==> src/rtl/btn_pkg.sv <==
// Shared types and 100 MHz default timing for the push-button conditioner.
package btn_pkg;

  typedef enum logic [1:0] {
    IDLE,
    PRESS,
    LONG
  } btn_state_e;

  localparam int unsigned BTN_SAMPLE_DIV   = 100000;
  localparam int unsigned BTN_DB_SAMPLES   = 4;
  localparam int unsigned BTN_LONG_TICKS   = 500;
  localparam int unsigned BTN_REPEAT_TICKS = 100;

  // Width for a counter spanning 0..n-1; never narrower than one bit.
  function automatic int unsigned btn_cw(input int unsigned n);
    return (n < 2) ? 1 : $clog2(n);
  endfunction

endpackage

==> src/rtl/btn_sync_filter.sv <==
// Two-flop synchroniser, sample-tick divider and N-sample agreement filter
// producing the debounced button level.
module btn_sync_filter
  import btn_pkg::*;
#(
  parameter int unsigned SAMPLE_DIV = BTN_SAMPLE_DIV,
  parameter int unsigned DB_SAMPLES = BTN_DB_SAMPLES
) (
  input  logic clk,
  input  logic rst,
  input  logic pb,
  output logic pb_level,
  output logic tick
);

  localparam int unsigned DW = btn_cw(SAMPLE_DIV);

  logic                  r_sync1;
  logic                  r_sync2;
  logic [DW-1:0]         r_div;
  logic [DB_SAMPLES-1:0] r_sreg;
  logic                  r_level;

  logic                  w_tick;
  logic [DB_SAMPLES-1:0] w_sreg_nx;

  assign w_tick    = (r_div == DW'(SAMPLE_DIV - 1));
  assign w_sreg_nx = {r_sreg[DB_SAMPLES-2:0], r_sync2};

  always_ff @(posedge clk or posedge rst) begin
    if (rst) begin
      r_sync1 <= 1'b0;
      r_sync2 <= 1'b0;
      r_div   <= '0;
      r_sreg  <= '0;
      r_level <= 1'b0;
    end else begin
      r_sync1 <= pb;
      r_sync2 <= r_sync1;
      r_div   <= w_tick ? '0 : r_div + 1'b1;
      if (w_tick) begin
        r_sreg <= w_sreg_nx;
        // Level follows only a unanimous window; mixed windows hold it.
        if (&w_sreg_nx) begin
          r_level <= 1'b1;
        end else if (~|w_sreg_nx) begin
          r_level <= 1'b0;
        end
      end
    end
  end

  assign pb_level = r_level;
  assign tick     = w_tick;

endmodule

==> src/rtl/btn_conditioner.sv <==
// Debounced level, press/release strobes and long-hold detection for one button.
// Define BTN_AUTOREPEAT_EN to add auto-repeat pulses while the button stays held.
module btn_conditioner
  import btn_pkg::*;
#(
  parameter int unsigned SAMPLE_DIV   = BTN_SAMPLE_DIV,
  parameter int unsigned DB_SAMPLES   = BTN_DB_SAMPLES,
  parameter int unsigned LONG_TICKS   = BTN_LONG_TICKS,
  parameter int unsigned REPEAT_TICKS = BTN_REPEAT_TICKS
) (
  input  logic clk,
  input  logic rst,
  input  logic pb,
  output logic pb_level,
  output logic pb_press,
  output logic pb_release,
  output logic pb_long,
  output logic pb_repeat
);

  localparam int unsigned HW = btn_cw(LONG_TICKS);

  if (SAMPLE_DIV < 2 || DB_SAMPLES < 2 || LONG_TICKS < 1 || REPEAT_TICKS < 1) begin : g_param_check
    $error("btn_conditioner: timing parameter out of range");
  end

  logic       w_level;
  logic       w_tick;
  logic       w_rise;
  logic       w_fall;
  logic       r_level_d;
  logic       r_press;
  logic       r_release;
  logic       r_long;
  logic       w_long_nx;
  btn_state_e r_state;
  btn_state_e w_state_nx;
  logic [HW-1:0] r_hold;
  logic [HW-1:0] w_hold_nx;

`ifdef BTN_AUTOREPEAT_EN
  localparam int unsigned RW = btn_cw(REPEAT_TICKS);
  logic [RW-1:0] r_rep;
  logic [RW-1:0] w_rep_nx;
  logic          r_repeat;
  logic          w_repeat_nx;
`endif

  btn_sync_filter #(
    .SAMPLE_DIV(SAMPLE_DIV),
    .DB_SAMPLES(DB_SAMPLES)
  ) u_filter (
    .clk     (clk),
    .rst     (rst),
    .pb      (pb),
    .pb_level(w_level),
    .tick    (w_tick)
  );

  // The FSM reacts to the edge condition itself, so the registered strobes and
  // the FSM outputs change on the same clock edge.
  assign w_rise = w_level & ~r_level_d;
  assign w_fall = ~w_level & r_level_d;

  always_comb begin
    w_state_nx = r_state;
    w_hold_nx  = r_hold;
    w_long_nx  = r_long;
`ifdef BTN_AUTOREPEAT_EN
    w_rep_nx    = r_rep;
    w_repeat_nx = 1'b0;
`endif
    if (w_fall) begin
      w_state_nx = IDLE;
      w_long_nx  = 1'b0;
    end else begin
      case (r_state)
        IDLE: begin
          if (w_rise) begin
            w_state_nx = PRESS;
            w_hold_nx  = '0;
          end
        end
        PRESS: begin
          if (w_tick) begin
            if (r_hold == HW'(LONG_TICKS - 1)) begin
              w_state_nx = LONG;
              w_long_nx  = 1'b1;
`ifdef BTN_AUTOREPEAT_EN
              w_repeat_nx = 1'b1;
              w_rep_nx    = '0;
`endif
            end else begin
              w_hold_nx = r_hold + 1'b1;
            end
          end
        end
        LONG: begin
`ifdef BTN_AUTOREPEAT_EN
          if (w_tick) begin
            if (r_rep == RW'(REPEAT_TICKS - 1)) begin
              w_repeat_nx = 1'b1;
              w_rep_nx    = '0;
            end else begin
              w_rep_nx = r_rep + 1'b1;
            end
          end
`endif
        end
        default: w_state_nx = IDLE;
      endcase
    end
  end

  always_ff @(posedge clk or posedge rst) begin
    if (rst) begin
      r_state   <= IDLE;
      r_hold    <= '0;
      r_level_d <= 1'b0;
      r_press   <= 1'b0;
      r_release <= 1'b0;
      r_long    <= 1'b0;
`ifdef BTN_AUTOREPEAT_EN
      r_rep    <= '0;
      r_repeat <= 1'b0;
`endif
    end else begin
      r_state   <= w_state_nx;
      r_hold    <= w_hold_nx;
      r_level_d <= w_level;
      r_press   <= w_rise;
      r_release <= w_fall;
      r_long    <= w_long_nx;
`ifdef BTN_AUTOREPEAT_EN
      r_rep    <= w_rep_nx;
      r_repeat <= w_repeat_nx;
`endif
    end
  end

  assign pb_level   = w_level;
  assign pb_press   = r_press;
  assign pb_release = r_release;
  assign pb_long    = r_long;
`ifdef BTN_AUTOREPEAT_EN
  assign pb_repeat  = r_repeat;
`else
  assign pb_repeat  = 1'b0;
`endif

endmodule

==> config.mk <==
export PLATFORM = sky130hd
export DESIGN_NAME = btn_conditioner
export DESIGN_NICKNAME = d
export VERILOG_FILES = /design/src/rtl/btn_pkg.sv /design/src/rtl/btn_sync_filter.sv /design/src/rtl/btn_conditioner.sv
export SDC_FILE = /design/constraint.sdc
export NUM_CORES = 1
export LEC_CHECK = 0
export ABC_AREA = 1
export CORE_ASPECT_RATIO = 1.4
export CORE_MARGIN = 5
export CORE_UTILIZATION = 23
export DETAILED_ROUTE_END_ITERATION = 8
export GPL_TIMING_DRIVEN = 1
export PLACE_DENSITY = 0.39
export SYNTH_ARGS = -nofsm -noshare
export SYNTH_HDL_FRONTEND = slang
export SYNTH_SLANG_ARGS = --single-unit
==> constraint.sdc <==
create_clock -name clk -period 1.8 [get_ports clk]
set_clock_uncertainty 0.2 [all_clocks]
set_input_delay 0.36 -clock clk [delete_from_list [all_inputs] [get_ports clk]]
set_output_delay 0.36 -clock clk [all_outputs]
set_load 0.02 [all_outputs]
== Word level (Yosys, flattened, before mapping) ==
Index checks and enable logic that the tools add are counted.

* Register bits after elaboration: 38
* Input bits: 3
* Output and inout bits: 5

* Add/subtract/negate cells: 2
* Equality and inequality tests: 12
* Muxes and demuxes: 16
* Bitwise operators: 5
* Reductions and logical operators: 11

{| class="wikitable"
|+ Operators with widths
! operator !! number
|-
| $mux 9 || 3
|-
| $pmux 9 s2 || 1
|-
| $add 17x1->17 const B || 1
|-
| $eq 17x17->1 const B || 1
|-
| $mux 17 || 1
|-
| $add 9x1->9 const B || 1
|-
| $eq 9x9->1 const B || 1
|-
| $mux 2 || 4
|-
| $reduce_and 4->1 || 2
|-
| $reduce_bool 2->1 || 4
|-
| $mux 1 || 6
|-
| $ne 2x2->1 const B || 3
|-
| $ne 3x3->1 const B || 2
|-
| $pmux 2 s3 || 1
|-
| $reduce_and 5->1 || 1
|-
| $ne 2x1->1 const B || 2
|-
| $reduce_or 4->1 || 1
|-
| $ne 3x2->1 const B || 1
|-
| $not 1->1 || 3
|-
| $reduce_and 3->1 || 1
|-
| $and 1x1->1 || 2
|-
| $eq 2x1->1 const B || 1
|-
| $eq 2x2->1 const B || 1
|-
| $logic_not 2->1 || 1
|-
| $reduce_and 2->1 || 1
|}

== Logic depth before layout (Yosys ltp) ==
* Word-level depth: 5
* Depth in mapped cells: 11

== Hierarchy ==
A second synthesis with hierarchy kept.

* Cell total of the unflattened synthesis: 269
* Area total of the unflattened synthesis: 2130.8 sq um

{| class="wikitable"
|+ Modules (own cells, without submodules)
! module !! times used !! cells an instance !! area each (sq um) !! sequential area each (sq um)
|-
| btn_sync_filter || 1 || 165 || 1262.5 || 575.6
|-
| btn_conditioner || 1 || 104 || 868.3 || 375.4
|}

== Worst setup path after synthesis ==
Ideal clock, no wire load.

* Path kind: register to register
* Start: register u_filter.r_level (netlist: u_filter.pb_level)
* End: register r_hold[2]
* Library setup time: 0.117 ns
* Data arrival time: 1.330 ns
* Setup slack: 0.153 ns
* Stages on the path, launching flop included: 9
* Buffers on the path: 0
* Cell sequence: dfrtp_1 > inv_1 > ha_1 > nor2_1 > o211ai_2 > inv_2 > nand2_4 > nand2_1 > nand2_1

* Cells in the longest elaborated chain, start to end: 4

{| class="wikitable"
|+ RTL lines
! item !! line !! text
|-
| from (decl) || btn_sync_filter.sv:22 || <nowiki>logic r_level;</nowiki>
|-
| from (signal assigned) || btn_sync_filter.sv:36 || <nowiki>r_level <= 1'b0;</nowiki>
|-
| from (signal assigned) || btn_sync_filter.sv:45 || <nowiki>r_level <= 1'b1;</nowiki>
|-
| from (signal assigned) || btn_sync_filter.sv:47 || <nowiki>r_level <= 1'b0;</nowiki>
|-
| $not 1->1 || btn_conditioner.sv:63 || <nowiki>assign w_fall = ~w_level & r_level_d;</nowiki>
|-
| $and 1x1->1 || btn_conditioner.sv:63 ||
|-
| via w_fall || btn_conditioner.sv:30 || <nowiki>logic w_fall;</nowiki>
|-
| $not 1->1 (no line) || n/a ||
|-
| $reduce_and 5->1 (no line) || n/a ||
|-
| to (signal assigned) || btn_conditioner.sv:129 || <nowiki>r_hold <= w_hold_nx;</nowiki>
|-
| to (decl) || btn_conditioner.sv:38 || <nowiki>logic [HW-1:0] r_hold;</nowiki>
|}

The timed path passes the listed nets, and every way through them passes these cells.
A chain may end at the register's enable or synchronous reset.

== Worst setup path after layout ==
* Start: register r_release (netlist: pb_release)
* End: output pb_release

{| class="wikitable"
|+ RTL lines
! item !! line !! text
|-
| from (decl) || btn_conditioner.sv:33 || <nowiki>logic r_release;</nowiki>
|-
| from (signal assigned) || btn_conditioner.sv:132 || <nowiki>r_release <= w_fall;</nowiki>
|-
| to (decl) || btn_conditioner.sv:16 || <nowiki>output logic pb_release,</nowiki>
|}

No word-level cell between the ends.

==> parameters.txt <==
Parameter                              Value

Drt
  Vias after detailed routing ... 1643
  First-pass iteration count of the detailed router ... 4
  DRC violation count after routing ... 0
  Avg Vias per Cell ... 4.17
  Post-route antenna net violation count ... 0
  Routed length per placed instance ... 11.5 microns
  Count of routing violations after the opening detailed-route iteration ... 66
  Final routed wirelength across all metal layers ... 4530 microns

Synthesis
  Simple-gate share of the synthesized area ... 0.328
  Post-synth top area share ... 0.464
  Largest cells by area after synthesis ... sky130_fd_sc_hd__dfrtp_1, sky130_fd_sc_hd__nand2_1, sky130_fd_sc_hd__inv_1
  Mapped Area ... 2050 sq um
  Number of unique standard cell types used by synthesis ... 31
  Compound-gate portion of the synthesized area ... 0.0415
  Share of synthesized registers carrying an async set or reset ... 1.00
  Post-synthesis mux area share ... 0
  Primary flip-flop cell chosen by synthesis mapping ... sky130_fd_sc_hd__dfrtp_1
  Number of instances in the synthesized netlist ... 252
  Yosys Warn Count ... 0
  Part of the Yosys area used for sequential elements ... 0.464
  Seq cells post-synth ... 38
  Arithmetic-cell share of the synthesized area counting full adders, half adders and majority gates ... 0.0244
  EDFF count, synth ... 0
  Average footprint of a synthesized cell ... 8.14 sq um
  Largest family of logic cells by synthesized area ... simple AND/OR/NAND/NOR gates
  XOR/XNOR Fraction of Synth Area ... 0.0598
  Cell with the most instances after synthesis ... sky130_fd_sc_hd__nand2_1
  Synth top cells by count ... sky130_fd_sc_hd__nand2_1, sky130_fd_sc_hd__dfrtp_1, sky130_fd_sc_hd__inv_1
  Synthesized netlist net count ... 259
  Biggest area consumer among synthesized cells ... sky130_fd_sc_hd__dfrtp_1

Power
  P_sw ... 0.371 mW
  Portion of total power attributed to the clock network ... 0.529
  Sequential fraction of design power ... 0.455
  Proportion of total power due to net switching ... 0.197
  Ratio of total power to cell area ... 714 nW/um^2
  Max IR drop VDD ... 481 uV
  Internal Dissipation ... 1.51 mW
  Lkg Pwr ... 1.27 nW
  Combinational cell fraction of total power ... 0.016

Setup path
  Worst setup SP type ... register
  Crit path required time ... 1240 ps
  Worst path top cell family by delay ... buffers and inverters
  Cell with the biggest individual delay on the critical path ... sky130_fd_sc_hd__clkdlybuf4s50_1
  Biggest fanout along the worst timing path ... 1
  Cell-by-cell listing of the critical path ... clkdlybuf4s50_1
  Kind of end point of the critical path ... primary output
  Number of buffers and inverters on the critical path ... 1
  CP max stage delay ... 600 ps
  Data arrival time of the critical path ... 1190 ps
  Path type of the worst setup path ... reg2out
  Register-to-register path setup slack ... 90 ps

Placement
  Quantity of I/O buffers inserted on ports ... 6
  Half-perimeter wire length of the detailed placement result ... 3340 microns
  Final weighted congestion in routability-driven placement ... 0.869
  DP Cell Count ... 382

Global routing
  Pin count of the biggest net entering global routing ... 39
  Global-route usage over all layers ... 0.0898
  Number of antenna violations at the first check in global routing ... 0
  Wire length of the first global-routing pass ... 7900 microns
  Via count of the first global-routing pass ... 1639
  Total grt overflow ... 0

CTS
  Clock Root Buffer ... sky130_fd_sc_hd__clkbuf_16
  Worst-Skew Late Latency ... 280 ps
  CTS Sinks ... 38
  CTS tree ... done
  Clock-pin slew on the worst setup and hold paths ... 60 ps
  Number of levels the H-tree was split into ... 2
  CTS buffer count ... 5
  Deepest clock path buffer count ... 2

Floorplanning
  Area of the core region ... 8660 sq um
  Number of ports placed on the die boundary ... 8
  Initial standard-cell utilization of the core ... 0.237
  Number of core rows ... 40
  Overall die height ... 122 microns
  Die W ... 89.8 microns
  Die outline area ... 10900 sq um

Layout
  Layout-stage area growth over the synthesis result ... 28.9%
  Seq. cell area ... 952 sq um
  Fill cell count ... 921
  Final net count ... 295
  Fraction of layout instances using a drive strength above 1 ... 0.228
  Number of antenna repair diodes ... 0
  Layout Cells excl Fill ... 394
  Multi-input logic area ... 977 sq um

STA
  Final count of negative-setup-slack endpoints ... 0
  Post-route clock period utilization ... 0.972
  Shortest clock period the worst path allows after layout ... 1750 ps
  Fmax ... 571 MHz
  Unrepaired setup endpoints after global routing ... true
  Pins Over Slew Limit ... 0
  Final hold vios ... 0
  Hold slack ... 145 ps

Hold path
  HP Class ... reg2reg

Run
  Number of max-cap violations ... 0

Outcome
  Result of the run ... finished, final reports clean
-- logic make-up (layout without fill, tap and decap cells) --
kind of cell	Yosys count	after routing
DFF	38	38
AOI/OAI and AO/OA	15	15
adders and majority gates	4	4
and+or+nand+nor	140	140
xor gates and xnor gates	14	14
buffers and inverters	40	77
other	1	1
-- placed cells by master (no fill, tap or decap), types with 3 or more instances in the layout --
master,count
sky130_fd_sc_hd__nor2_1,27
sky130_fd_sc_hd__nor3_2,4
sky130_fd_sc_hd__xor2_1,12
sky130_fd_sc_hd__nand4_1,3
sky130_fd_sc_hd__nor3_1,7
sky130_fd_sc_hd__dfrtp_1,37
sky130_fd_sc_hd__nand2_1,54
sky130_fd_sc_hd__nand3_1,21
sky130_fd_sc_hd__nand3_2,4
sky130_fd_sc_hd__nor2_4,3
sky130_fd_sc_hd__clkdlybuf4s50_1,3
sky130_fd_sc_hd__buf_4,25
sky130_fd_sc_hd__a21oi_1,6
sky130_fd_sc_hd__o21ai_0,6
sky130_fd_sc_hd__nand2_2,5
sky130_fd_sc_hd__nor2_2,5
sky130_fd_sc_hd__clkbuf_16,5
sky130_fd_sc_hd__inv_1,33
-- per-layer routing --
metal	vias up	GRT usage	wire length (microns)
met4	0	0.0369	79
met5	-	0	0
met1	768	0.102	1950
li1	860	-	-
met2	10	0.163	2410
met3	5	0.0179	90
-- power by group through the flow --
stage                     clock network (mW)  registers [mW]  logic, mW
final                                  0.998           0.858     0.0297
after global routing                    1.08           0.857     0.0347
after CTS                               1.05           0.857     0.0323
after detailed placement                   0           0.873     0.0321
after global placement                     0           0.873     0.0324
after floorplan                            0           0.873     0.0171
-- worst paths after layout --
path,startpoint,end,depth (start not counted)
max in group asynchronous,rst,u_filter.pb_level$_DFFE_PP0P_,3
max reg2reg,u_filter.r_div[0]$_DFF_PP0_,u_filter.r_div[16]$_DFF_PP0_,9
max,pb_release$_DFF_PP0_,pb_release,1
min in group asynchronous,rst,u_filter.r_sync2$_DFF_PP0_,3
min,u_filter.r_sync1$_DFF_PP0_,u_filter.r_sync2$_DFF_PP0_,0
min reg2reg,u_filter.r_sync1$_DFF_PP0_,u_filter.r_sync2$_DFF_PP0_,0
-- repair_timing --
action,4_1_cts,5_1_grt
endpoints found under the setup margin,2,15
hold buffers,0,0
setup buffers,0,4
pin swaps,0,5
resized for setup,2,15
-- registers in the layout, summed over array words and instances, names as in the netlist --
signal	count
u_filter.r_sync2	1
u_filter.r_div	17
r_hold	9
pb_long	1
u_filter.r_sync1	1
r_level_d	1
pb_release	1
u_filter.r_sreg	3
pb_press	1
u_filter.pb_level	1
r_state	2
-- metrics by stage --
stage | worst slack (ps) | utilization | area (sq um) | power (mW) | setup TNS, ps
2_1_floorplan | 153 | - | 2050 | 0.890 | 0
3_5_place_dp | 5.56 | 0.277 | 2400 | 0.905 | 0
5_1_grt | -5.59 | 0.305 | 2640 | 1.97 | -5.59
6_report | 49.9 | 0.305 | 2640 | 1.89 | 0
4_1_cts | 11.6 | 0.296 | 2560 | 1.94 | 0
3_3_place_gp | 19.3 | 0.277 | 2400 | 0.906 | 0
-- area by class of cell --
| cell class | count | share of cell area |
|---|---|---|
| Multi-Input combinational cell | 174 | 0.370 |
| Clock buffer | 5 | 0.0473 |
| Inverter | 36 | 0.0521 |
| Sequential cell | 38 | 0.360 |
| Clock inverter | 3 | 0.0152 |
| Tap cell | 105 | 0.0497 |
| Timing Repair Buffer | 33 | 0.106 |
Power figures use the tool's default switching activity.
